## src/rtl/wptr_afull_pkg.sv

```systemverilog
// Shared definitions for the FIFO pointer blocks: default address width,
// depth helper and Gray/binary conversion functions.
package wptr_afull_pkg;

    localparam int ADDRSIZE_DEFAULT = 4;

    function automatic int depth(input int addrsize);
        return 1 << addrsize;
    endfunction

    function automatic logic [31:0] bin2gray(input logic [31:0] b);
        return b ^ (b >> 1);
    endfunction

    // Each binary bit is the XOR of all Gray bits at or above it.
    function automatic logic [31:0] gray2bin(input logic [31:0] g);
        logic [31:0] b;
        b = '0;
        for (int i = 0; i < 32; i++) begin
            b[i] = ^(g >> i);
        end
        return b;
    endfunction

endpackage

```

## src/rtl/wptr_afull_gray2bin.sv

```systemverilog
// Purely combinational Gray-to-binary converter of parametrised width.
module gray2bin #(
    parameter int WIDTH = 5
) (
    input  logic [WIDTH-1:0] gray,
    output logic [WIDTH-1:0] bin
);

    always_comb begin
        bin = '0;
        for (int i = 0; i < WIDTH; i++) begin
            bin[i] = ^(gray >> i);
        end
    end

endmodule

```

## src/rtl/wptr_afull.sv

```systemverilog
// Write-domain pointer and flag logic of an async FIFO: Gray/binary write
// pointers, fill level, full/almost-full flags and a sticky overflow flag.
module wptr_afull
    import wptr_afull_pkg::*;
#(
    parameter int ADDRSIZE    = ADDRSIZE_DEFAULT,
    parameter int AFULL_RESET = depth(ADDRSIZE) - 2
) (
    input  logic                wclk,
    input  logic                wrst_n,
    input  logic                winc,
    input  logic [ADDRSIZE:0]   wq2_rptr,
    input  logic                thr_we,
    input  logic [ADDRSIZE:0]   thr_wdata,
    input  logic                ovf_clr,
    output logic [ADDRSIZE:0]   wptr,
    output logic [ADDRSIZE-1:0] waddr,
    output logic                wfull,
    output logic                wafull,
    output logic [ADDRSIZE:0]   wcount,
    output logic                wovf
);

    localparam int PW = ADDRSIZE + 1;
    localparam logic [ADDRSIZE:0] FULL_LEVEL = {1'b1, {ADDRSIZE{1'b0}}};
    localparam logic [31:0]       THR_INIT32 = AFULL_RESET;
    localparam logic [ADDRSIZE:0] THR_INIT   = THR_INIT32[ADDRSIZE:0];

    logic [ADDRSIZE:0] wbin;
    logic [ADDRSIZE:0] wbnext;
    logic [ADDRSIZE:0] wgnext;
    logic [ADDRSIZE:0] rbin_s;
    logic [ADDRSIZE:0] diff;
    logic [ADDRSIZE:0] thr;
    logic              wr_accept;

    gray2bin #(.WIDTH(PW)) u_rptr_g2b (
        .gray (wq2_rptr),
        .bin  (rbin_s)
    );

    // Flags are computed from the post-increment pointer so they land on the
    // same edge as the pointer itself.
    always_comb begin
        wr_accept = winc & ~wfull;
        wbnext    = wbin + {{ADDRSIZE{1'b0}}, wr_accept};
        wgnext    = PW'(bin2gray(32'(wbnext)));
        diff      = wbnext - rbin_s;
    end

    assign waddr = wbin[ADDRSIZE-1:0];

    always_ff @(posedge wclk or negedge wrst_n) begin
        if (!wrst_n) begin
            wbin   <= '0;
            wptr   <= '0;
            wcount <= '0;
            wfull  <= 1'b0;
            wafull <= 1'b0;
        end else begin
            wbin   <= wbnext;
            wptr   <= wgnext;
            wcount <= diff;
            wfull  <= (diff == FULL_LEVEL);
            wafull <= (diff >= thr);
        end
    end

    always_ff @(posedge wclk or negedge wrst_n) begin
        if (!wrst_n) begin
            thr <= THR_INIT;
        end else if (thr_we) begin
            thr <= thr_wdata;
        end
    end

    // A rejected write outranks a clear so no overflow event is ever lost.
    always_ff @(posedge wclk or negedge wrst_n) begin
        if (!wrst_n) begin
            wovf <= 1'b0;
        end else if (winc && wfull) begin
            wovf <= 1'b1;
        end else if (ovf_clr) begin
            wovf <= 1'b0;
        end
    end

endmodule

```

## config.mk

```make
export PLATFORM = sky130hd
export DESIGN_NAME = wptr_afull
export DESIGN_NICKNAME = d
export VERILOG_FILES = /design/src/rtl/wptr_afull_pkg.sv /design/src/rtl/wptr_afull_gray2bin.sv /design/src/rtl/wptr_afull.sv
export SDC_FILE = /design/constraint.sdc
export NUM_CORES = 1
export LEC_CHECK = 0
export ABC_CLOCK_PERIOD_IN_PS = 3200
export BUFFER_PORTS_ARGS = -buffer_cell sky130_fd_sc_hd__buf_2
export CORE_UTILIZATION = 28
export DETAILED_ROUTE_END_ITERATION = 16
export HOLD_SLACK_MARGIN = 0.02
export PLACE_DENSITY = 0.52
export SETUP_SLACK_MARGIN = 0.02
export SYNTH_ARGS = -nofsm -noshare
export SYNTH_HDL_FRONTEND = slang
export SYNTH_HIERARCHICAL = 1
export SYNTH_SLANG_ARGS = --single-unit
```

## constraint.sdc

```tcl
create_clock -name wclk -period 3.2 [get_ports wclk]
set_input_delay 0.64 -clock wclk [delete_from_list [all_inputs] [get_ports wclk]]
set_output_delay 0.64 -clock wclk [all_outputs]
set_load 0.01 [all_outputs]
```

==> results of run 1 <==
==> metrics by stage <==
step | instances | area [µm²] | setup slack, ns
floorplan | 95 | 1120 | 0.336
global placement | 175 | 1340 | 0.164
finish | 179 | 1400 | 0.340
detailed placement | 175 | 1340 | 0.0741
global route | 179 | 1400 | 0.205
CTS | 179 | 1400 | 0.338
==> registers in the layout (all words and copies together) (netlist names) <==
signal and count:
thr 5, wbin 5, wcount 5, wptr 4, wafull 1, wfull 1
wovf 1
==> path summary, 6_finish.rpt <==
kind                              from        end  slack, ns  cells past startpoint
setup / recovery           wq2_rptr[4]     wafull       0.34                     12
hold / removal                  wrst_n  wcount[1]       0.33                      1
setup reg to reg                 wfull     wafull       0.59                     12
hold reg to reg                 thr[3]     thr[3]       0.51                      2
max in group asynchronous       wrst_n     thr[3]       2.52                      1
min in group wclk               thr[3]     thr[3]       0.51                      2
==> where the power goes <==
group	internal (mW)	leakage (nW)	switching, mW	total (mW)
clock network	0.109	0.0288	0.0825	0.192
logic	0.484	0.437	0.527	1.01
registers	0.412	0.259	0.0527	0.465
total	1.01	0.725	0.662	1.67
==> per-layer routing <==
layer	share of wire, %	track usage, %	vias to the layer above
li1	-	-	371
met1	46	13.4	338
met2	47	17.3	18
met3	5.3	1.56	2
met4	1.4	4.08	0
met5	0	0	-
==> critical path, delay by kind of cell <==
| family | cells | cell delay (ns) |
|---|---|---|
| xor+xnor | 3 | 0.92 |
| fa+ha+maj | 3 | 0.92 |
| compound gates | 3 | 0.22 |
| buf+inv | 2 | 0.19 |
| simple gates | 1 | 0.10 |
==> cells in the final DEF, fill, tap and decap left out, drive strengths merged, types with 2 or more instances in the layout <==
cell type | synthesis | layout
buf | 1 | 34
dfrtp | 19 | 19
inv | 16 | 16
ha | 11 | 11
xor2 | 8 | 8
xnor2 | 7 | 7
o21ai | 6 | 6
nand2 | 6 | 6
a21oi | 4 | 4
clkbuf | 1 | 4
dfstp | 3 | 3
nor2b | 2 | 2
a21o | 2 | 2
nor2 | 2 | 2
nand3 | 2 | 2
==> area by class of cell <==
| type | count | share of cell area (%) |
|---|---|---|
| Inverter | 16 | 4.30 |
| Multi-Input combinational cell | 55 | 35.1 |
| Timing Repair Buffer | 34 | 12.7 |
| Tap cell | 48 | 4.30 |
| Sequential cell | 22 | 39.7 |
| Clock buffer | 4 | 3.94 |
==> cells by family (layout without fill, tap and decap cells) <==
group,Yosys count,count (layout),synth area share [%]
flip-flops,22,22,49.7
buffers and inverters,18,54,6.39
XOR/XNOR,16,16,15.1
AND/OR/NAND/NOR,14,14,7.85
adder cells (fa/ha/maj),12,12,14.1
AO/OA/AOI/OAI,12,12,5.83
multiplexers,1,1,1.01
==> results by stage, run 1 <==
Run status:
- The flow ran to the end, and the final reports show no timing, DRC or antenna violations.

Detailed routing:
- The count of routing violations after the opening detailed-route iteration is 13.
- In the final routed layout, each cell accounts on average for 10.3 µm.
- The number of nets still failing antenna checks after routing is 0.
- For this run, design rule violations remaining after detail routing come to 0.
- The per-cell via count in the routed design is between 4 and 5.
- The routed layout has about 730 vias.
- The number of optimization iterations in the first detailed-route pass is 2.
- After detailed routing, the total wire length is approximately 1800 µm.

Worst setup path:
- The slowest cell on the critical path is fa_1.
- The setup path with the least slack is of type in -> reg.
- Data arrives at the worst endpoint at 3.00 ns.
- The required time at the worst-slack endpoint is 3.34 ns.
- Traced cell by cell, the critical path runs through buf_2, xor2_2, xnor3_1, ha_1, fa_1, inv_1, a21o_1, a21oi_1, xnor2_1, ha_1, nor2_1, a21oi_1.
- The biggest cell delay along the critical path is roughly 0.41 ns.
- The type of origin of the critical path is a primary input.
- In this run the worst path has a maximum fanout of 4.
- The endpoint kind of the worst setup timing path is a flop.

Logic synthesis:
- Synthesis produced a netlist whose cell count is between 90 and 100.
- The cell area that synthesis handed to floorplanning was 1120 µm².
- Counting flops with an async set or reset pin after synthesis yields a share of 100%.
- For this run, the number of Yosys warnings is 6.
- The number of enable flip-flop cells after synthesis is 0.
- Yosys instantiated no cell more often than dfrtp_1.
- dfrtp_1 takes more of the synthesized area than any other cell.
- The commonest register cell after synthesis is dfrtp_1.
- By area the synthesized netlist is led by dfrtp_1, ha_1, dfstp_2, xnor2_1, inv_1.
- After synthesis, flip-flops and latches occupy around half of the total area.
- After synthesis, the largest area contributor takes up between 40% and 50% of total cell area.
- Sorting the synthesized cells by how often they occur yields dfrtp_1, inv_1, ha_1.
- In this run, synthesis produced a sequential element count of 22.
- After synthesis, the netlist uses 22 different library cells.
- Each instance of the synthesized netlist takes up on average between 10 and 15 µm².
- The net count after synthesis is approximately 120.

Layout:
- The sequential cells in the finished layout cover a total of approximately 550 µm².
- Once layout is complete, the utilization of the core stands at 37.3%.
- Summing all multi-input logic gate instances after layout gives a little under 500 µm².
- The number of inserted filler cells in the final layout is 390.
- Relative to the synthesized area, the layout overhead comes to 25.2%.
- At the end of the flow, the number of nets in the layout was between 150 and 200.
- 0 antenna diodes ended up in the layout.
- The fraction of final layout cells with drive strength greater than 1 is approximately a third.

Power and ir drop:
- Power spread over the standard cell area amounts to between 1000 and 1500 nW/µm².
- The static leakage is between 0.7 and 0.8 nW.
- Across the VDD grid, the largest voltage drop is 0.357 mV.
- The post-layout total power is approximately 1.7 mW.

Die:
- The starting density of the core is approximately 30%.
- The die covers about 4200 µm².
- The die span in x is around 65 µm.
- In this run the standard cell core region covers about 3700 µm².
- The height of the chip is between 60 and 70 µm.
- The I/O pin count is 32.
- After floorplanning, the core was divided into 22 placement rows.

Timing:
- The accumulated negative setup slack is 0 ns.
- The actual slew at the worst max-slew pin is 0.472 ns.
- The worst path uses about 89% of the clock period.
- Clock skew on the completed layout was measured at approximately 0.0020 ns.
- The number of hold-slack violations in the final timing report came to 0.
- The final setup violation count is 0.
- The smallest clock period supported by the final layout is computed as around 2.9 ns.
- The max-slew headroom at the worst pin is between 60% and 70%.
- Based on the critical path, the design can be clocked at up to between 300 and 400 MHz.
- Setup repair after global routing left no endpoint under its margin.
- The smallest hold slack is roughly 0.33 ns.
- The count of final max-slew check failures came to 0.

Global route:
- The wire length of the first global-routing pass is 3430 µm.
- The number of antenna violations at the first check in global routing is 0.
- After global routing the overflow that remains totals 0.
- Entering global routing, the biggest net connects 23 pins.
- The number of global-route vias before repair is approximately 800.
- Global routing consumed, over all layers together, between 10% and 20% of the routing resources.

Clock tree:
- After clock tree synthesis, the clock-pin slew on the worst setup and hold paths is about 0.07 ns.
- The number of buffers inserted for hold repair after clock tree synthesis is 0.
- Clock tree synthesis selected as its root buffer the cell clkbuf_8.
- The TritonCTS clock tree is yes.
- The CTS buffer count is 3.
- In this run the post-CTS setup repair buffer count came out at 0.
- The CTS sink count is 22.
- The post-cts gate resize count is 0.
- The level count of the clock H-tree is 1.
- The clock reaches the later pin of the worst-skew pair after 0.25 ns.
- The deepest clock path buffer count is 2.

Placement:
- The count of input and output buffers is 31.
- The placed wire-length estimate after detailed placement is around 1600 µm.
- Routability-driven placement finished with a final weighted congestion of 0.832.

Flow run:
- The total of max-cap violations is 0.

Hold path:
- The worst hold path belongs to the class in -> async.
(Power assumes the default switching activity.)
==> inputs of run 2 (changes only) <==
Settings changed: PLACE_DENSITY 0.52 to 0.53.
==> run 2 against run 1 <==
Register-to-register slack got worse by 0.03 ns. Fmax rose by 1.1%. Combinational power fell by 6%. Clock-buffer cell count did not move. Global-route usage rose by 0.16 points. Wire length fell by 1.2%. Sequential power barely moved. Worst hold slack got worse by 0.0024 ns. Die area did not move. First-iteration DRC count rose by 77%. Sequential share of layout area rose by 0.29 points. Non-clock buffer count did not move. Largest power group unchanged. Highest routed layer unchanged.
==> results by stage, run 2 (synthesis results as in run 1) <==
Run status:
- Status: completed (unchanged).

Global route:
- The all-layer global routing usage came to 10.5% (was 10.4%).
- The pin count of the biggest net entering global routing came to 23 (unchanged).
- The total global routing overflow came to 0 (unchanged).
- The number of global-route vias before repair is 764 (was 799).
- The number of antenna violations at the first check in global routing came to 0 (unchanged).
- The wire length of the first global-routing pass is 3330 µm (was 3430 µm).

Die:
- The die span in x is 65.1 µm (unchanged).
- The height of the chip is 65.1 µm (unchanged).
- The number of placement rows was 22 (unchanged).
- The starting density of the core came to 29.8% (unchanged).
- The total die area is 4240 µm² (unchanged).
- The core outline area is 3740 µm² (unchanged).
- The I/O pin count is 32 (unchanged).

Power and ir drop:
- The power per cell area is 1140 nW/µm² (was 1190 nW/µm²).
- The power share of the clock group is 10.7% (was 11.5%).
- The post-layout total power came to 1.58 mW (was 1.67 mW).
- The maximum resistive drop on vdd was 0.383 mV (was 0.357 mV).
- The sequential fraction of design power is 29.5% (was 27.9%).
- The static leakage is 0.719 nW (was 0.725 nW).
- The internal portion of total power is 0.941 mW (was 1.01 mW).
- The reported net switching power is 0.643 mW (was 0.662 mW).
- The switching power as a share of total power is 40.6% (was 39.7%).
- The combinational share of power is 59.7% (was 60.6%).

Clock tree:
- The CTS sink count is 22 (unchanged).
- The level count of the clock H-tree is 1 (unchanged).
- The CTS buffer count is 3 (unchanged).
- The buffer count from post-CTS setup fixing is 0 (unchanged).
- The clock edge transition at the registers on the reported setup and hold paths was 0.07 ns (about the same).
- The TritonCTS clock tree is yes (unchanged).
- The cell at the root of the clock tree is clkbuf_8 (unchanged).
- The post-cts gate resize count is 0 (unchanged).
- The number of buffers inserted for hold repair after clock tree synthesis came to 0 (unchanged).
- The insertion delay to the later sink of the worst-skew pair is 0.25 ns (about the same).
- The deepest clock path buffer count is 2 (unchanged).

Layout:
- The number of nets in the layout is 159 (unchanged).
- Regs by FF count: thr: 5 flops, wbin: 5 flops, wcount: 5 flops (unchanged).
- The antenna diode count is 0 (unchanged).
- The final instance area is 1390 µm² (was 1400 µm²).
- The fraction of final layout cells with drive strength greater than 1 is 34.4% (was 35.1%).
- Commonest non-fill, non-tap cells in the layout: buf_2, dfrtp_1, inv_1 (unchanged).
- The layout-stage area growth over the synthesis result is 24.3% (was 25.2%).
- The commonest non-fill, non-tap cell in the layout is buf_2 (unchanged).

Timing:
- The post-route fraction of the period consumed by the critical path is 88.4% (was 89.4%).
- Setup repair after global routing missed its margin: false (unchanged).
- The count of final max-slew check failures was 0 (unchanged).
- The number of hold-slack violations in the final timing report is 0 (unchanged).
- The max-slew headroom at the worst pin is 68.4% (was 68.5%).
- The minimum setup slack in the final design was 0.370 ns (was 0.340 ns).
- The final worst clock skew is 0.00265 ns (was 0.00202 ns).
- The actual slew at the worst max-slew pin is 0.474 ns (was 0.472 ns).
- The final setup violation count came to 0 (unchanged).
- The accumulated negative setup slack was 0 ns (unchanged).
- The time the final worst path needs with I/O delays and setup was 2.83 ns (was 2.86 ns).
- The maximum clock frequency is 353 MHz (was 350 MHz).

Hold path:
- The worst hold path class was in -> async (unchanged).

Placement:
- The final weighted congestion of routability-driven global placement came to 0.724 (was 0.832).
- The count of input and output buffers is 31 (unchanged).
- The worst setup timing slack at the placement stage was 0.110 ns (was 0.0741 ns).
- The area after detailed placement is 1340 µm² (unchanged).
- The placed wire-length estimate after detailed placement is 1520 µm (was 1570 µm).

Flow run:
- The total of max-cap violations is 0 (unchanged).

Detailed routing:
- The number of optimization iterations in the first detailed-route pass is 3 (was 2).
- The number of nets still failing antenna checks after routing came to 0 (unchanged).
- The wire length per cell came to 10.2 µm (was 10.3 µm).
- The count of routing violations after the opening detailed-route iteration is 23 (was 13).
- The per-cell via count in the routed design is 3.90 (was 4.07).
- The total length of routed wires is 1830 µm (was 1850 µm).
- The remaining design rule violation count came to 0 (unchanged).
- The total via count in the routed design came to 698 (was 729).

Worst setup path:
- The type of origin of the critical path is a primary input (unchanged).
- The required time at the worst-slack endpoint is 3.34 ns (about the same).
- The critical setup path kind is in -> reg (unchanged).
- The largest fanout on the critical path came to 4 (unchanged).
- The data arrival at the endpoint of the critical path is 2.97 ns (was 3.00 ns).
- The endpoint kind of the worst setup timing path is a flop (unchanged).
## run 2: cell types whose count changed in the layout (fill, tap and decap cells not counted)
cell      delta
clkbuf_1     +1
clkbuf_8     -1
## run 2: area by class of cell
class / instances / area, µm²
well taps: 48 / 60.1
clock buffers: 4 / 45.0
repair buffers: 34 / 178
flip-flops and latches: 22 / 554
inverters: 16 / 60.1
multi-input cells: 55 / 490
fillers: 404 / 2360
## run 2: routing by layer
| layer | vias up | global-route usage, % | wire length [µm] |
|---|---|---|---|
| met3 | 2 | 1.74 | 69 |
| met5 | - | 0 | 0 |
| li1 | 370 | - | - |
| met4 | 0 | 6.52 | 27 |
| met1 | 310 | 12.0 | 845 |
| met2 | 16 | 18.2 | 883 |
## run 2: worst paths after layout
kind | end | cells past startpoint | startpoint | slack [ns]
min | wcount[0] | 1 | wrst_n | 0.33
min in group wclk | thr[0] | 1 | thr[0] | 0.52
max in group asynchronous | thr[3] | 1 | wrst_n | 2.52
max reg2reg | wafull | 10 | wfull | 0.56
min reg2reg | thr[0] | 1 | thr[0] | 0.52
max | wafull | 11 | winc | 0.37
## run 2: metrics by stage
step | std cells | hold WS (ns) | utilization [%]
floorplan | 95 | 0.344 | -
global placement | 175 | 0.504 | 35.9
detailed placement | 175 | 0.509 | 35.9
CTS | 179 | 0.354 | 37.1
global route | 179 | 0.373 | 37.1
finish | 179 | 0.331 | 37.1
## run 2: power groups by stage
stage / combinational, mW / clock [mW] / sequential [mW]
global route: 1.10 / 0.188 / 0.482
detailed placement: 0.964 / 0 / 0.475
CTS: 0.971 / 0.179 / 0.471
finish: 0.947 / 0.170 / 0.468
global placement: 0.957 / 0 / 0.472
floorplan: 0.626 / 0 / 0.530
## run 2: worst max-delay path, cell delays in order
cell,delay [ns]
buf_2,0.10
nor2b_1,0.13
ha_1,0.20
ha_1,0.35
inv_1,0.10
fa_1,0.43
xnor2_1,0.36
ha_1,0.31
nor2b_1,0.12
o21ai_0,0.15
a21oi_1,0.08
==> inputs of run 3 (changes only) <==
Settings changed: SLEW_MARGIN set to 20, SYNTH_HIERARCHICAL 1 to not set.
==> run 3 against run 2 <==
Total power grew 16%. Synthesized cell count shrank 6.3%. Fmax shrank 7.0%. Clock-buffer cell count is the same. Sequential power grew 2%. Critical path type unchanged. Largest cell class unchanged. Highest routed layer unchanged.
==> results by stage, run 3 <==
Run status:
- Status: completed (unchanged).

Detailed routing:
- The per-cell via count in the routed design was 4.19 (was 3.90).
- The total via count in the routed design was 759 (was 698).
- The wire length per cell is 11.1 µm (was 10.2 µm).
- The number of optimization iterations in the first detailed-route pass came to 2 (was 3).
- The count of routing violations after the opening detailed-route iteration is 7 (was 23).
- The remaining design rule violation count came to 0 (unchanged).
- The number of nets still failing antenna checks after routing is 0 (unchanged).
- The total length of routed wires is 2020 µm (was 1830 µm).

Clock tree:
- The insertion delay to the later sink of the worst-skew pair came to 0.26 ns (was 0.25 ns).
- The TritonCTS clock tree is yes (unchanged).
- The buffer count from post-CTS setup fixing is 0 (unchanged).
- The clock edge transition at the registers on the reported setup and hold paths is 0.08 ns (was 0.07 ns).
- The CTS buffer count is 3 (unchanged).
- The CTS sink count is 22 (unchanged).
- The level count of the clock H-tree came to 1 (unchanged).
- The number of buffers inserted for hold repair after clock tree synthesis is 0 (unchanged).
- The cell at the root of the clock tree is clkbuf_8 (unchanged).
- The deepest clock path buffer count is 2 (unchanged).
- The post-cts gate resize count came to 0 (unchanged).

Worst setup path:
- The type of origin of the critical path is a primary input (unchanged).
- The endpoint kind of the worst setup timing path is a flop (unchanged).
- The cell repeated most along the worst path is a21o_1 (was ha_1).
- The slowest cell on the critical path is fa_2 (was fa_1).
- The largest fanout on the critical path came to 2 (was 4).
- The data arrival at the endpoint of the critical path is 3.20 ns (was 2.97 ns).
- The cell depth of the worst flop-to-flop path is 9 (was 10).
- The dominant delay contributor by cell family on the critical path is adder cells (unchanged).
- The worst flop-to-flop path endpoint is wafull (unchanged).
- Crit path cell chain: buf_2, xnor3_2, xor2_2, xnor2_1, ha_2, fa_2, inv_1, ha_1, a21o_1, a21o_1, a21o_1, a21o_1 (was buf_2, nor2b_1, ha_1, ha_1, inv_1, fa_1, xnor2_1, ha_1, nor2b_1, o21ai_0, a21oi_1).
- The biggest cell delay along the critical path is 0.53 ns (was 0.43 ns).
- The number of buffer and inverter instances along the worst setup path came to 2 (unchanged).
- The reg2reg setup slack is 0.44 ns (was 0.56 ns).
- The required time at the worst-slack endpoint is 3.36 ns (was 3.34 ns).
- The startpoint of the most critical register-to-register path is wfull (unchanged).
- The critical setup path kind is in -> reg (unchanged).

Layout:
- The commonest non-fill, non-tap cell in the layout is buf_2 (unchanged).
- Regs by FF count: thr: 5 flops, wbin: 5 flops, wcount: 5 flops (unchanged).
- The fraction of final layout cells with drive strength greater than 1 was 42.9% (was 34.4%).
- Commonest non-fill, non-tap cells in the layout: buf_2, dfrtp_1, inv_1, buf_4, xnor2_1 (was buf_2, dfrtp_1, inv_1).
- The layout-stage area growth over the synthesis result is 31.4% (was 24.3%).
- The final instance area is 1480 µm² (was 1390 µm²).
- The number of nets in the layout is 159 (unchanged).
- The antenna diode count is 0 (unchanged).

Power and ir drop:
- The internal portion of total power was 1.14 mW (was 0.941 mW).
- The switching power as a share of total power is 37.6% (was 40.6%).
- The static leakage is 0.767 nW (was 0.719 nW).
- The reported net switching power is 0.689 mW (was 0.643 mW).
- The power per cell area is 1240 nW/µm² (was 1140 nW/µm²).
- The power share of the clock group was 10.7% (about the same).
- The maximum resistive drop on vdd is 0.653 mV (was 0.383 mV).
- The combinational share of power is 63.2% (was 59.7%).
- The sequential fraction of design power came to 26.1% (was 29.5%).

Placement:
- The count of input and output buffers came to 31 (unchanged).
- The worst setup timing slack at the placement stage is -0.113 ns (was 0.110 ns).
- The final weighted congestion of routability-driven global placement was 0.723 (was 0.724).
- The area after detailed placement is 1430 µm² (was 1340 µm²).
- The placed wire-length estimate after detailed placement is 1620 µm (was 1520 µm).

Logic synthesis:
- The largest area contributor in the synthesized netlist is dfrtp_1 (unchanged).
- The async set-or-reset flop fraction in the synthesized netlist is 100% (unchanged).
- The simple-gate share of the synthesized area is 10.1% (was 7.85%).
- The fraction of the yosys area taken by sequential cells is 49.2% (was 49.7%).
- The net count after synthesis is 114 (was 122).
- The number of enable flip-flop cells after synthesis is 0 (unchanged).
- The proportion of synthesized area in mux cells is 1.00% (was 1.01%).
- The number of synthesized register bits is 22 (unchanged).
- The main combinational cell family by area after synthesis is XOR/XNOR gates (unchanged).
- The synthesized area per cell was 12.7 µm² (was 11.7 µm²).
- The commonest register cell after synthesis is dfrtp_1 (unchanged).
- The arithmetic-cell share of the synthesized area counting full adders, half adders and majority gates is 11.8% (was 14.1%).
- The compound-cell area share of the yosys netlist is 7.11% (was 5.83%).
- The synthesized-area fraction occupied by xor and xnor cells is 17.1% (was 15.1%).
- Most instantiated cells after synthesis: dfrtp_1, inv_1, ha_1, xnor2_1, nand2_1 (was dfrtp_1, inv_1, ha_1).
- Leading cell types by total area after synthesis: dfrtp_1, ha_1, dfstp_2, xnor2_1, xnor3_2 (was dfrtp_1, ha_1, dfstp_2, xnor2_1, inv_1).
- The area fraction of the dominant cell type after synthesis is 42.2% (was 42.6%).
- The dominant cell by count in the synthesized netlist is dfrtp_1 (unchanged).
- The number of instances in the synthesized netlist was 89 (was 95).
- The yosys synthesis warning count came to 0 (was 6).
- The number of unique standard cell types used by synthesis was 25 (was 22).
- The area of the mapped netlist is 1130 µm² (was 1120 µm²).

Timing:
- The final setup violation count is 0 (unchanged).
- Setup repair after global routing missed its margin: false (unchanged).
- The max-slew headroom at the worst pin is 67.4% (was 68.4%).
- The count of final max-slew check failures is 0 (unchanged).
- The actual slew at the worst max-slew pin is 0.490 ns (was 0.474 ns).
- The number of hold-slack violations in the final timing report is 0 (unchanged).
- The maximum clock frequency was 329 MHz (was 353 MHz).
- The post-route fraction of the period consumed by the critical path is 95.1% (was 88.4%).
- The smallest hold slack is 0.334 ns (was 0.331 ns).
- The minimum setup slack in the final design is 0.158 ns (was 0.370 ns).
- The time the final worst path needs with I/O delays and setup is 3.04 ns (was 2.83 ns).
- The final worst clock skew is 0.00189 ns (was 0.00265 ns).

Die:
- The core outline area was 3770 µm² (was 3740 µm²).
- The I/O pin count is 32 (unchanged).
- The number of placement rows is 22 (unchanged).
- The die span in x came to 65.4 µm (was 65.1 µm).
- The starting density of the core is 29.9% (was 29.8%).
- The height of the chip is 65.4 µm (was 65.1 µm).
- The total die area is 4280 µm² (was 4240 µm²).

Global route:
- The all-layer global routing usage was 10.9% (was 10.5%).
- The most congested layer reported by global routing is met2 (unchanged).
- The total global routing overflow was 0 (unchanged).
- The wire length of the first global-routing pass was 3440 µm (was 3330 µm).
- The global routing met3 resource utilization came to 4.34% (was 1.74%).
- The pin count of the biggest net entering global routing came to 23 (unchanged).
- The met2 global-route usage is 17.8% (was 18.2%).
- The met1 capacity usage during global routing is 12.9% (was 12.0%).
- The number of antenna violations at the first check in global routing is 0 (unchanged).
- The number of global-route vias before repair came to 764 (unchanged).

Flow run:
- The total of max-cap violations is 0 (unchanged).

Hold path:
- The worst hold path class is in -> async (unchanged).
## run 3: cell count changes after synthesis, moves of 2 or more
cell     delta
inv_1       -6
a21oi_1     -4
a21o_1      +2
ha_1        -2
xnor2_1     +2
xnor3_2     +2
xor2_2      -2
## run 3: worst max path at each step
stage | startpoint | end | slack [ns] | cells after the start
after floorplan | wq2_rptr[3] | wafull | 0.03 | 11
after global placement | wq2_rptr[3] | wafull | -0.09 | 12
after detailed placement | wq2_rptr[3] | wafull | -0.11 | 12
after CTS | wq2_rptr[3] | wafull | 0.15 | 12
after global routing | wq2_rptr[3] | wafull | 0.07 | 12
final | wq2_rptr[3] | wafull | 0.16 | 12
## run 3: power by group through the flow
stage | logic, mW | registers (mW) | clock network, mW
finish | 1.16 | 0.479 | 0.196
global route | 1.32 | 0.494 | 0.217
CTS | 1.19 | 0.482 | 0.205
detailed placement | 1.18 | 0.487 | 0
global placement | 1.15 | 0.485 | 0
floorplan | 0.700 | 0.539 | 0
## run 3: routing by layer
layer	vias up	part of all wire [%]	wire length (µm)
li1	379	-	-
met1	353	43	858
met2	23	49	983
met3	4	7.1	144
met4	0	1.4	29
met5	-	0	0
## run 3: worst reg2reg max path, delay by kind of cell (launching register included)
family	cells	cell delay, ns
fa+ha+maj	2	0.58
simple gates	3	0.72
compound gates	2	0.47
flops	1	0.41
xor+xnor	2	0.46
## run 3: kinds of logic after synthesis
family	after synthesis
DFF	22
xor gates and xnor gates	17
and+or+nand+nor	17
AOI/OAI and AO/OA	11
buffers and inverters	11
adders and majority gates	10
muxes	1
## run 3: per-stage QoR
step / total power [mW] / setup TNS [ns] / util, % / cells
after floorplan: 1.24 / 0 / - / 89
after global placement: 1.64 / -0.0912 / 37.8 / 177
after detailed placement: 1.66 / -0.113 / 37.8 / 177
after CTS: 1.88 / 0 / 39.3 / 181
after global routing: 2.03 / 0 / 39.3 / 181
final: 1.83 / 0 / 39.3 / 181
## run 3: area by class of cell
cell class / instances / area (µm²)
flip-flops and latches: 22 / 554
multi-input cells: 56 / 543
fillers: 373 / 2290
well taps: 48 / 60.1
clock buffers: 4 / 55.1
inverters: 10 / 37.5
repair buffers: 41 / 230
